**src/rtl/uart_rx.sv**
```systemverilog
// 8N1 UART receiver: two-flop line synchronizer, mid-bit start qualification,
// centre sampling, framing-error detection and a running byte checksum.
module uart_rx #(
    parameter int clocks_per_bit = 4
) (
    input  logic        clk,
    input  logic        rst_n,
    input  logic        SER_RX,
    output logic [7:0]  rx_data,
    output logic        rx_valid,
    output logic        rx_error,
    output logic        rx_busy,
    output logic [31:0] rx_sum
);

    localparam int TW = $clog2(clocks_per_bit);
    localparam logic [TW-1:0] HALF_M1 = TW'(clocks_per_bit / 2 - 1);
    localparam logic [TW-1:0] FULL_M1 = TW'(clocks_per_bit - 1);

    typedef enum logic [2:0] {
        IDLE,
        START,
        DATA,
        STOP,
        BREAK
    } state_t;

    state_t        state_q, state_d;
    logic [1:0]    sync_q;
    logic          rx_s;
    logic [TW-1:0] timer_q, timer_d;
    logic [2:0]    bit_cnt_q, bit_cnt_d;
    logic [7:0]    shift_q, shift_d;
    logic [7:0]    data_d;
    logic [31:0]   sum_d;
    logic          valid_d, error_d;

    // Both flops reset high so reset release never looks like a start bit.
    always_ff @(posedge clk or negedge rst_n) begin
        if (!rst_n) sync_q <= 2'b11;
        else        sync_q <= {sync_q[0], SER_RX};
    end

    assign rx_s    = sync_q[1];
    assign rx_busy = (state_q != IDLE);

    always_ff @(posedge clk or negedge rst_n) begin
        if (!rst_n) begin
            state_q   <= IDLE;
            timer_q   <= '0;
            bit_cnt_q <= '0;
            shift_q   <= '0;
            rx_data   <= '0;
            rx_valid  <= 1'b0;
            rx_error  <= 1'b0;
            rx_sum    <= '0;
        end else begin
            state_q   <= state_d;
            timer_q   <= timer_d;
            bit_cnt_q <= bit_cnt_d;
            shift_q   <= shift_d;
            rx_data   <= data_d;
            rx_valid  <= valid_d;
            rx_error  <= error_d;
            rx_sum    <= sum_d;
        end
    end

    always_comb begin
        state_d   = state_q;
        timer_d   = timer_q;
        bit_cnt_d = bit_cnt_q;
        shift_d   = shift_q;
        data_d    = rx_data;
        sum_d     = rx_sum;
        valid_d   = 1'b0;
        error_d   = 1'b0;
        unique case (state_q)
            IDLE: begin
                if (!rx_s) begin
                    state_d = START;
                    timer_d = HALF_M1;
                end
            end
            START: begin
                if (timer_q == '0) begin
                    // Line back high at mid start bit: treat as a glitch.
                    if (rx_s) begin
                        state_d = IDLE;
                    end else begin
                        state_d   = DATA;
                        timer_d   = FULL_M1;
                        bit_cnt_d = '0;
                    end
                end else begin
                    timer_d = timer_q - TW'(1);
                end
            end
            DATA: begin
                if (timer_q == '0) begin
                    shift_d   = {rx_s, shift_q[7:1]};
                    timer_d   = FULL_M1;
                    bit_cnt_d = bit_cnt_q + 3'd1;
                    if (bit_cnt_q == 3'd7) state_d = STOP;
                end else begin
                    timer_d = timer_q - TW'(1);
                end
            end
            STOP: begin
                if (timer_q == '0) begin
                    if (rx_s) begin
                        valid_d = 1'b1;
                        data_d  = shift_q;
                        sum_d   = rx_sum + {24'b0, shift_q};
                        state_d = IDLE;
                    end else begin
                        error_d = 1'b1;
                        state_d = BREAK;
                    end
                end else begin
                    timer_d = timer_q - TW'(1);
                end
            end
            BREAK: begin
                if (rx_s) state_d = IDLE;
            end
            default: state_d = IDLE;
        endcase
    end

endmodule
```
**config.mk**
```make
export PLATFORM = sky130hd
export DESIGN_NAME = uart_rx
export DESIGN_NICKNAME = d
export VERILOG_FILES = /design/src/rtl/uart_rx.sv
export SDC_FILE = /design/constraint.sdc
export NUM_CORES = 1
export LEC_CHECK = 0
export ABC_CLOCK_PERIOD_IN_PS = 2550
export BUFFER_PORTS_ARGS = -buffer_cell sky130_fd_sc_hd__buf_2
export CELL_PAD_IN_SITES_DETAIL_PLACEMENT = 0
export CELL_PAD_IN_SITES_GLOBAL_PLACEMENT = 2
export CORE_ASPECT_RATIO = 1.1
export CORE_MARGIN = 2
export CORE_UTILIZATION = 35
export DETAILED_ROUTE_END_ITERATION = 16
export GPL_TIMING_DRIVEN = 0
export PLACE_DENSITY = 0.85
export SETUP_SLACK_MARGIN = 0.1
export SLEW_MARGIN = 5
export SYNTH_ARGS = -nofsm -noshare
export SYNTH_HDL_FRONTEND = slang
export SYNTH_SLANG_ARGS = --single-unit
```
**constraint.sdc**
```tcl
create_clock -name clk -period 2.55 [get_ports clk]
set_input_delay 0.3825 -clock clk [delete_from_list [all_inputs] [get_ports clk]]
set_output_delay 0.3825 -clock clk [all_outputs]
set_load 0.03 [all_outputs]
```
==> impl_metrics.env, run 1 <==
export IMPL_antenna_found_initial=0
export IMPL_gp_congestion=0.7768
export IMPL_critical_path_startpoint_type="register"
export IMPL_drive_above_1_share_pct=28.02
export IMPL_grt_pass1_wl_mm=10.55
export IMPL_postLayoutCellArea_um2=3596
export IMPL_ff_latch_area_um2=1504
export IMPL_outcome="completed"
export IMPL_n_fill_cell=833
export IMPL_finalCritPeriodShare_pct=90.12
export IMPL_place_ws_ns=-0.02833
export IMPL_cts_buffers_inserted=9
export IMPL_firstDrtPassIters=4
export IMPL_tightest_slew_ns=0.7633
export IMPL_route_detailed_drc=0
export IMPL_coreArea_um2=8364
export IMPL_cts_max_level=3
export IMPL_area_delta_synth_final_pct=20.15
export IMPL_synth_yosys_seq_area_share_pct=50.25
export IMPL_crit_path_end_kind="register"
export IMPL_num_vias=2181
export IMPL_yosys_warnings=0
export IMPL_drtIter0Drc=56
export IMPL_hold_viol_final=0
export IMPL_slew_headroom_pct=49.11
export IMPL_hold_slack_ns=0.1173
export IMPL_clk_latency_ns=0.34
export IMPL_cts_sinks=60
export IMPL_antenna_left=0
export IMPL_final_common_cell="dfrtp_1"
export IMPL_clk_pin_slew_ns=0.07
export IMPL_dp_hpwl_mm=4.294
export IMPL_ios=46
export IMPL_n_antenna_cell=0
export IMPL_die_x_um=92.17
export IMPL_rsz0062_at_grt="yes"
export IMPL_grtUsageTotal_pct=14.42
export IMPL_dieArea_um2=9308
export IMPL_max_clock_path_buffers=2
export IMPL_portBuffers=45
export IMPL_placed_area_um2=3359
export IMPL_syn_area_um2=2993
export IMPL_cts_root_buf="clkbuf_8"
export IMPL_setup_viol=0
export IMPL_start_util_pct=35.78
export IMPL_maxCapViolCount=0
export IMPL_leakagePower_nw=1.906
export IMPL_multiInputGateArea_um2=1414
export IMPL_die_height_um=101.0
export IMPL_overflow=0
export IMPL_power_density_nw_per_um2=889.2
export IMPL_rows=35
export IMPL_postLayoutCoreUtil_pct=42.99
export IMPL_period_minus_slack_ns=2.298
export IMPL_synth_ff_type="dfrtp_1"
export IMPL_final_cell_mix="dfrtp_1, nand2_1, buf_2, xor2_1"
export IMPL_synth_edf_count=0
export IMPL_worstPathArrival_ns=2.55
export IMPL_postSynthAreaPerCell_um2=10.80
export IMPL_grt_pass1_vias=2186
export IMPL_wire_per_inst_um=13.57
export IMPL_cts_tree="done"
export IMPL_ys_ff_latch=60
export IMPL_grt_max_degree=61
export IMPL_peakVddDrop_mv=0.4624
export IMPL_async_flop_share_pct=100.0
export IMPL_post_drt_via_cell_ratio=4.847
export IMPL_drv_slew=0
export IMPL_clock_skew_ns=0.007573
export IMPL_required_ns=2.81
export IMPL_path_class="register to register"
export IMPL_cp_max_fo=9
export IMPL_num_nets_final=349
export IMPL_synth_cell_types=49
export IMPL_syn_inst=277
export IMPL_setup_ws_ns=0.2521
export IMPL_hold_path_class="primary input to async pin"
export IMPL_syn_nets=292
export IMPL_fmax_mhz=435.2
export IMPL_wl_mm=6.105
## layout make-up
cell class | count | area share (%)
buffer | 11 | 1.531
clock buffer | 15 | 4.906
clock inverter | 1 | 0.8351
inverter | 8 | 0.8351
multi-input combinational | 198 | 39.32
sequential | 60 | 41.82
tap | 111 | 3.862
timing repair buffer | 46 | 6.889
## worst max-delay path: stages, from the launching register on
cell      delay (ns)
dfrtp_1         0.40
ha_1            0.24
fa_1            0.45
a211oi_2        0.31
o211ai_1        0.27
nand2_2         0.16
buf_12          0.14
nand4b_1        0.13
xnor2_1         0.12
## power breakdown
part           leakage, nW  switching [mW]  internal, mW
clock                0.104           0.352         0.533
combinational        0.990           0.674         0.398
sequential           0.812           0.122          1.12
## routing by layer
metal | up-vias | wire, µm | global-route usage [%]
li1 | 1068 | - | -
met1 | 1062 | 2889 | 18.78
met2 | 43 | 2755 | 22.00
met3 | 8 | 351 | 4.862
met4 | 0 | 108 | 6.200
met5 | - | 0 | 0
## logic make-up (layout without fill, tap and decap cells)
logic type / count (synthesis) / count (layout) / synth area share, %
simple gates: 100 / 100 / 17.89
buf+inv: 19 / 81 / 2.759
flops: 60 / 60 / 50.25
fa+ha+maj: 12 / 12 / 5.268
mux: 12 / 12 / 4.432
xor+xnor: 29 / 29 / 8.487
compound gates: 45 / 45 / 10.91
## cell usage after synthesis, types with 2 or more instances
master     count  share of area, %
a2111oi_2      2               1.0
a211oi_2       3               1.3
a21o_1         3              0.75
a21oi_1       15               2.5
a22o_1         2              0.59
and3_1         2              0.42
buf_2          3              0.50
clkbuf_1       7              0.88
dfrtp_1       58                48
dfstp_2        2               1.8
ha_1          11               4.6
inv_1          7              0.88
mux2_2        10               3.8
mux2i_1        2              0.67
nand2_1       49               6.1
nand3_1        8               1.3
nand4_1        6               1.3
nand4b_1       2              0.59
nor2_1        15               1.9
nor2b_1        2              0.42
nor3_1         2              0.33
nor3_2         2              0.67
o211ai_1       2              0.50
o21ai_0        4              0.67
o21ai_1        6               1.0
or3_1          2              0.42
xnor2_1        7               2.0
xor2_1        22               6.4
## flip-flops by register name, indices dropped and copies added, names as in the netlist
signal	flops
bit_cnt_q	3
rx_error	1
shift_q	8
rx_data	8
rx_sum	32
timer_q	2
state_q	3
sync_q	2
rx_valid	1
## path summary, 6_finish.rpt
kind                       startpoint         end  slack (ns)  depth (start not counted)
hold reg to reg             sync_q[0]   sync_q[1]        0.36                          0
setup reg to reg            rx_sum[0]  rx_sum[14]        0.25                          8
hold / removal                  rst_n  rx_data[3]        0.12                          1
setup / recovery            rx_sum[0]  rx_sum[14]        0.25                          8
max in group asynchronous       rst_n  rx_sum[29]        1.93                          1
min in group clk               SER_RX   sync_q[0]        0.15                          1
## metrics by stage
step | power, mW | cells | setup TNS, ns
after floorplan | 2.049 | 277 | 0
after global placement | 2.309 | 433 | -0.1515
after detailed placement | 2.328 | 433 | -0.03397
after CTS | 3.251 | 450 | 0
after global routing | 3.427 | 450 | 0
final | 3.198 | 450 | 0
## timing repair
item / CTS / global route
hold buffers: 0 / 0
pin swaps: 1 / 1
buffers inserted: 1 / 0
setup endpoints to repair: 9 / 13
gates resized for setup: 1 / 5
No activity file was read; power rests on OpenSTA's default activity.
==> run 2, diff against run 1 <==
- CORE_UTILIZATION: 35 -> 36
- PLACE_DENSITY: 0.85 -> unset
- PLACE_DENSITY_LB_ADDON: unset -> 0.1
==> run 2 against run 1 <==
Final cell count down 0.89%. Clock skew about the same. Sequential share of layout area up 0.32 points. Combinational power about the same. Global-route usage rose by 1.2 points. First-iteration DRC count fell by 38%. Routed wire length is 5.8% higher. Count of clock-buffer cells in the layout down 3. Critical path depth decreased by 1. Non-clock buffer count shrank 1. Critical endpoint is now rx_sum[10]. Largest power group unchanged.
==> impl_metrics.env, run 2 (synthesis gave the netlist of run 1 again) <==
export IMPL_grt_pass1_wl_mm=11.04
export IMPL_r2r_slack_ns=0.22
export IMPL_place_ws_ns=-0.007315
export IMPL_wl_met2_mm=2.972
export IMPL_peakVddDrop_mv=0.2500
export IMPL_cp_max_fo=9
export IMPL_maxCapViolCount=0
export IMPL_r2r_cells=7
export IMPL_n_antenna_cell=0
export IMPL_drive_above_1_share_pct=28.11
export IMPL_largest_register_ffs=32
export IMPL_overflow=0
export IMPL_route_met3_wl_um=276
export IMPL_slew_headroom_pct=47.23
export IMPL_max_clock_path_buffers=2
export IMPL_cts_root_buf="clkbuf_8"
export IMPL_antenna_found_initial=0
export IMPL_reg2reg_from="rx_sum[0]"
export IMPL_die_height_um=99.63
export IMPL_cp_num_buf_inv=0
export IMPL_grtUsageTotal_pct=15.60
export IMPL_worstPathArrival_ns=2.54
export IMPL_drtIter0Drc=35
export IMPL_reg2reg_to="rx_sum[10]"
export IMPL_top_regs="rx_sum (32), rx_data (8), shift_q (8)"
export IMPL_dp_hpwl_mm=4.370
export IMPL_routed_top_layer="met4"
export IMPL_die_x_um=90.94
export IMPL_post_drt_via_cell_ratio=4.839
export IMPL_power_density_nw_per_um2=898.1
export IMPL_area_delta_synth_final_pct=19.23
export IMPL_crit_path_cell_trace="ha_1 > fa_1 > a211oi_1 > o211ai_1 > nand2_4 > nor3b_1 > xor2_1"
export IMPL_cts_max_level=3
export IMPL_critical_path_startpoint_type="register"
export IMPL_fmax_mhz=429.2
export IMPL_route_detailed_drc=0
export IMPL_rows=34
export IMPL_path_class="register to register"
export IMPL_cts_sinks=60
export IMPL_dieArea_um2=9060
export IMPL_coreArea_um2=7998
export IMPL_period_minus_slack_ns=2.330
export IMPL_cp_slowest_cell="fa_1"
export IMPL_crit_path_end_kind="register"
export IMPL_largest_register="rx_sum"
export IMPL_hold_path_class="primary input to async pin"
export IMPL_postLayoutCoreUtil_pct=44.62
export IMPL_ios=46
export IMPL_leakagePower_nw=1.905
export IMPL_finalCritPeriodShare_pct=91.38
export IMPL_setup_ws_ns=0.2199
export IMPL_seqPwrFrac_pct=38.6
export IMPL_postLayoutCellArea_um2=3568
export IMPL_p_sw_share_pct=37.37
export IMPL_clk_pin_slew_ns=0.07
export IMPL_wl_mm=6.457
export IMPL_antenna_left=0
export IMPL_final_cell_mix="dfrtp_1, nand2_1, buf_2, xor2_1"
export IMPL_share_comb_of_total_power_pct=33.8
export IMPL_rsz0062_at_grt="yes"
export IMPL_hold_slack_ns=0.1284
export IMPL_firstDrtPassIters=5
export IMPL_clock_skew_ns=0.007816
export IMPL_p_sw_mw=1.198
export IMPL_final_common_cell="dfrtp_1"
export IMPL_cpPeakStageDelay_ns=0.44
export IMPL_wire_per_inst_um=14.48
export IMPL_outcome="completed"
export IMPL_tightest_slew_ns=0.7916
export IMPL_cts_tree="done"
export IMPL_cts_buffers_inserted=9
export IMPL_gp_congestion=0.7648
export IMPL_required_ns=2.76
export IMPL_power_internal_mw=2.007
export IMPL_start_util_pct=37.42
export IMPL_clk_latency_ns=0.33
export IMPL_setup_viol=0
export IMPL_portBuffers=45
export IMPL_drv_slew=0
export IMPL_finalSetupTns_ns=0
export IMPL_p_clk_share_pct=27.7
export IMPL_wl_met1_mm=3.120
export IMPL_hold_viol_final=0
export IMPL_grt_max_degree=61
export IMPL_num_vias=2158
export IMPL_crit_family="adder cells"
export IMPL_grt_pass1_vias=2192
export IMPL_num_nets_final=348
export IMPL_placed_area_um2=3356
run 2: cell types whose count changed in the layout (fill, tap and decap cells not counted), sizes merged:
cell / delta
clkinvlp: +1
clkbuf: -3
clkinv: +2
buf: -1
run 2: power groups by stage:
| stage | combinational (mW) | clock, mW | sequential [mW] |
|---|---|---|---|
| after floorplan | 0.684 | 0 | 1.36 |
| after global placement | 1.06 | 0 | 1.26 |
| after detailed placement | 1.08 | 0 | 1.26 |
| after CTS | 1.09 | 0.913 | 1.24 |
| after global routing | 1.22 | 0.969 | 1.26 |
| final | 1.08 | 0.886 | 1.24 |
run 2: worst max path at each step:
stage                     startpoint          to  slack (ns)  cells after the start
after floorplan            rx_sum[0]  rx_sum[10]        0.23                      7
after global placement     rx_sum[0]  rx_sum[10]      -0.009                      7
after detailed placement   rx_sum[0]  rx_sum[10]      -0.007                      7
after CTS                  rx_sum[0]  rx_sum[10]        0.11                      7
after global routing      shift_q[1]  rx_sum[27]        0.06                      7
final                      rx_sum[0]  rx_sum[10]        0.22                      7
run 2: worst reg2reg max path, stage by stage (launching register included):
cell,delay (ns)
dfrtp_1,0.40
ha_1,0.23
fa_1,0.44
a211oi_1,0.36
o211ai_1,0.29
nand2_4,0.24
nor3b_1,0.09
xor2_1,0.15
run 2: repair_timing:
item | CTS | global route
buffers inserted | 0 | 0
gates cloned | 0 | 0
hold buffers | 0 | 0
pin swaps | 0 | 1
resized for setup | 2 | 3
endpoints found under the setup margin | 10 | 14
run 2: through the flow:
stage	cells	power, mW
global placement	430	2.321
finish	446	3.205
CTS	446	3.246
floorplan	277	2.049
global route	446	3.451
detailed placement	430	2.341
run 2: layout make-up:
cell class	instances	area [µm²]
plain buffers	11	55.05
well taps	108	135.1
repair buffers	45	227.7
multi-input cells	198	1414
clock inverters	4	47.55
fillers	821	4429
inverters	8	30.03
flip-flops and latches	60	1504
clock buffers	12	155.1
run 2: metal layers:
metal	global-route usage (%)	vias to the layer above
met3	4.015	8
met2	24.62	37
met1	20.87	1041
met4	5.594	0
met5	0	-
li1	-	1072
==> run 3, diff against run 2 <==
- REMOVE_ABC_BUFFERS: unset -> 1
==> run 3 against run 2 <==
Count of clock-buffer cells in the layout shrank 2. Combinational power shrank 5%. Clock skew grew 0.0030 ns. Sequential share of layout area shrank 0.28 points. Design area grew 0.67%. Worst setup slack gained 0.054 ns. Maximum frequency grew 2.4%. Register-to-register slack gained 0.05 ns. Sequential power grew 5%. Via count shrank 0.79%. Critical path type unchanged. Critical endpoint is now rx_sum[13]. Largest cell class unchanged.
==> impl_metrics.env, run 3 (synthesis gave the netlist of run 1 again) <==
export IMPL_antenna_left=0
export IMPL_layoutNonFillerInstCount=437
export IMPL_outcome="completed"
export IMPL_worstPathArrival_ns=2.54
export IMPL_clk_latency_ns=0.34
export IMPL_dp_hpwl_mm=4.130
export IMPL_path_class="register to register"
export IMPL_dieArea_um2=9060
export IMPL_cts_max_level=3
export IMPL_tightest_slew_ns=0.8785
export IMPL_cp_max_fo=12
export IMPL_wire_per_inst_um=14.69
export IMPL_drv_slew=0
export IMPL_grt_max_degree=61
export IMPL_fin_total_pwr_mw=3.403
export IMPL_cts_sinks=60
export IMPL_clk_pin_slew_ns=0.07
export IMPL_largest_register_ffs=32
export IMPL_cts_root_buf="clkbuf_8"
export IMPL_rsz0062_at_grt="no"
export IMPL_leakagePower_nw=1.910
export IMPL_area_delta_synth_final_pct=20.03
export IMPL_peakVddDrop_mv=0.3880
export IMPL_grt_pass1_vias=2083
export IMPL_p_clk_share_pct=31.4
export IMPL_ios=46
export IMPL_die_height_um=99.63
export IMPL_overflow=0
export IMPL_cts_buffers_inserted=9
export IMPL_cts_tree="done"
export IMPL_drive_above_1_share_pct=29.48
export IMPL_portBuffers=45
export IMPL_p_sw_share_pct=36.01
export IMPL_num_vias=2141
export IMPL_dp_cells=419
export IMPL_power_density_nw_per_um2=947.4
export IMPL_critical_path_startpoint_type="register"
export IMPL_num_nets_final=339
export IMPL_period_minus_slack_ns=2.276
export IMPL_gp_congestion=0.6789
export IMPL_grtUsageTotal_pct=15.07
export IMPL_slew_headroom_pct=41.44
export IMPL_r2r_cells=6
export IMPL_clock_skew_ns=0.01083
export IMPL_coreArea_um2=7998
export IMPL_finalCritPeriodShare_pct=89.24
export IMPL_required_ns=2.81
export IMPL_drtIter0Drc=34
export IMPL_setup_viol=0
export IMPL_start_util_pct=37.42
export IMPL_post_drt_via_cell_ratio=4.899
export IMPL_firstDrtPassIters=4
export IMPL_fmax_mhz=439.4
export IMPL_antenna_found_initial=0
export IMPL_largest_register="rx_sum"
export IMPL_n_antenna_cell=0
export IMPL_final_cell_mix="dfrtp_1, nand2_1, buf_2, xor2_1, nor2_1"
export IMPL_rows=34
export IMPL_grt_pass1_wl_mm=10.54
export IMPL_route_detailed_drc=0
export IMPL_hold_path_class="primary input to async pin"
export IMPL_p_sw_mw=1.225
export IMPL_crit_path_end_kind="register"
export IMPL_top_regs="rx_sum (32), rx_data (8), shift_q (8)"
export IMPL_final_common_cell="dfrtp_1"
export IMPL_seqPwrFrac_pct=38.2
export IMPL_share_comb_of_total_power_pct=30.4
export IMPL_power_internal_mw=2.178
export IMPL_wl_mm=6.421
export IMPL_hold_viol_final=0
export IMPL_cts_hold_buffers_added=0
export IMPL_max_clock_path_buffers=2
export IMPL_maxCapViolCount=0
export IMPL_die_x_um=90.94
## run 3: worst max-delay path, cell delays in order (launching register included)
cell and delay [ns]:
dfrtp_1 0.44, ha_1 0.30, a21oi_1 0.08, nand4b_1 0.25
a211o_2 0.53, a2111oi_2 0.43, xor2_1 0.17
## run 3: through the flow
step / cell area (µm²) / setup WS, ns / utilization, % / hold slack (ns) / TNS (ns)
final: 3592 / 0.2743 / 44.92 / 0.1074 / 0
after global routing: 3592 / 0.1045 / 44.92 / 0.1125 / 0
after CTS: 3563 / 0.09963 / 44.56 / 0.1148 / 0
after detailed placement: 3307 / -0.04293 / 41.35 / 0.3468 / -0.04293
after global placement: 3301 / -0.2133 / 41.27 / 0.3465 / -1.299
after floorplan: 2940 / 0.1853 / - / 0.08691 / 0
## run 3: power groups by stage
stage	logic, mW	clock network, mW	registers, mW
after floorplan	0.624	0	1.40
after global placement	0.980	0	1.31
after detailed placement	1.00	0	1.31
after CTS	1.01	1.10	1.30
after global routing	1.15	1.14	1.33
final	1.03	1.07	1.30
## run 3: path summary, 6_finish.rpt
kind                         endpoint      start  slack, ns
setup / recovery           rx_sum[13]  rx_sum[1]       0.27
min in group clk            sync_q[0]     SER_RX       0.13
max in group asynchronous  shift_q[7]      rst_n       1.90
setup reg to reg           rx_sum[13]  rx_sum[1]       0.27
hold / removal             rx_sum[17]      rst_n       0.11
hold reg to reg             sync_q[1]  sync_q[0]       0.36
## run 3: layout make-up
type / count / area, µm²
Clock buffer: 10 / 137.6
Clock inverter: 6 / 111.4
Fill cell: 827 / 4405
Inverter: 8 / 31.28
Multi-Input combinational cell: 199 / 1438
Sequential cell: 60 / 1504
Tap cell: 108 / 135.1
Timing Repair Buffer: 46 / 235.2
## run 3: routing by layer
metal	vias to the layer above	wire length, µm	GRT usage, %
met5	-	0	0
met1	1037	3079	20.41
li1	1050	-	-
met3	12	235	3.409
met2	42	2949	22.22
met4	0	156	8.741
## run 3: repair_timing
action,in CTS,in global routing
gates cloned,0,1
setup endpoints to repair,20,19
endpoints found under the hold margin,0,0
gates resized for setup,3,6
buffers inserted,0,1
pin swaps,0,3
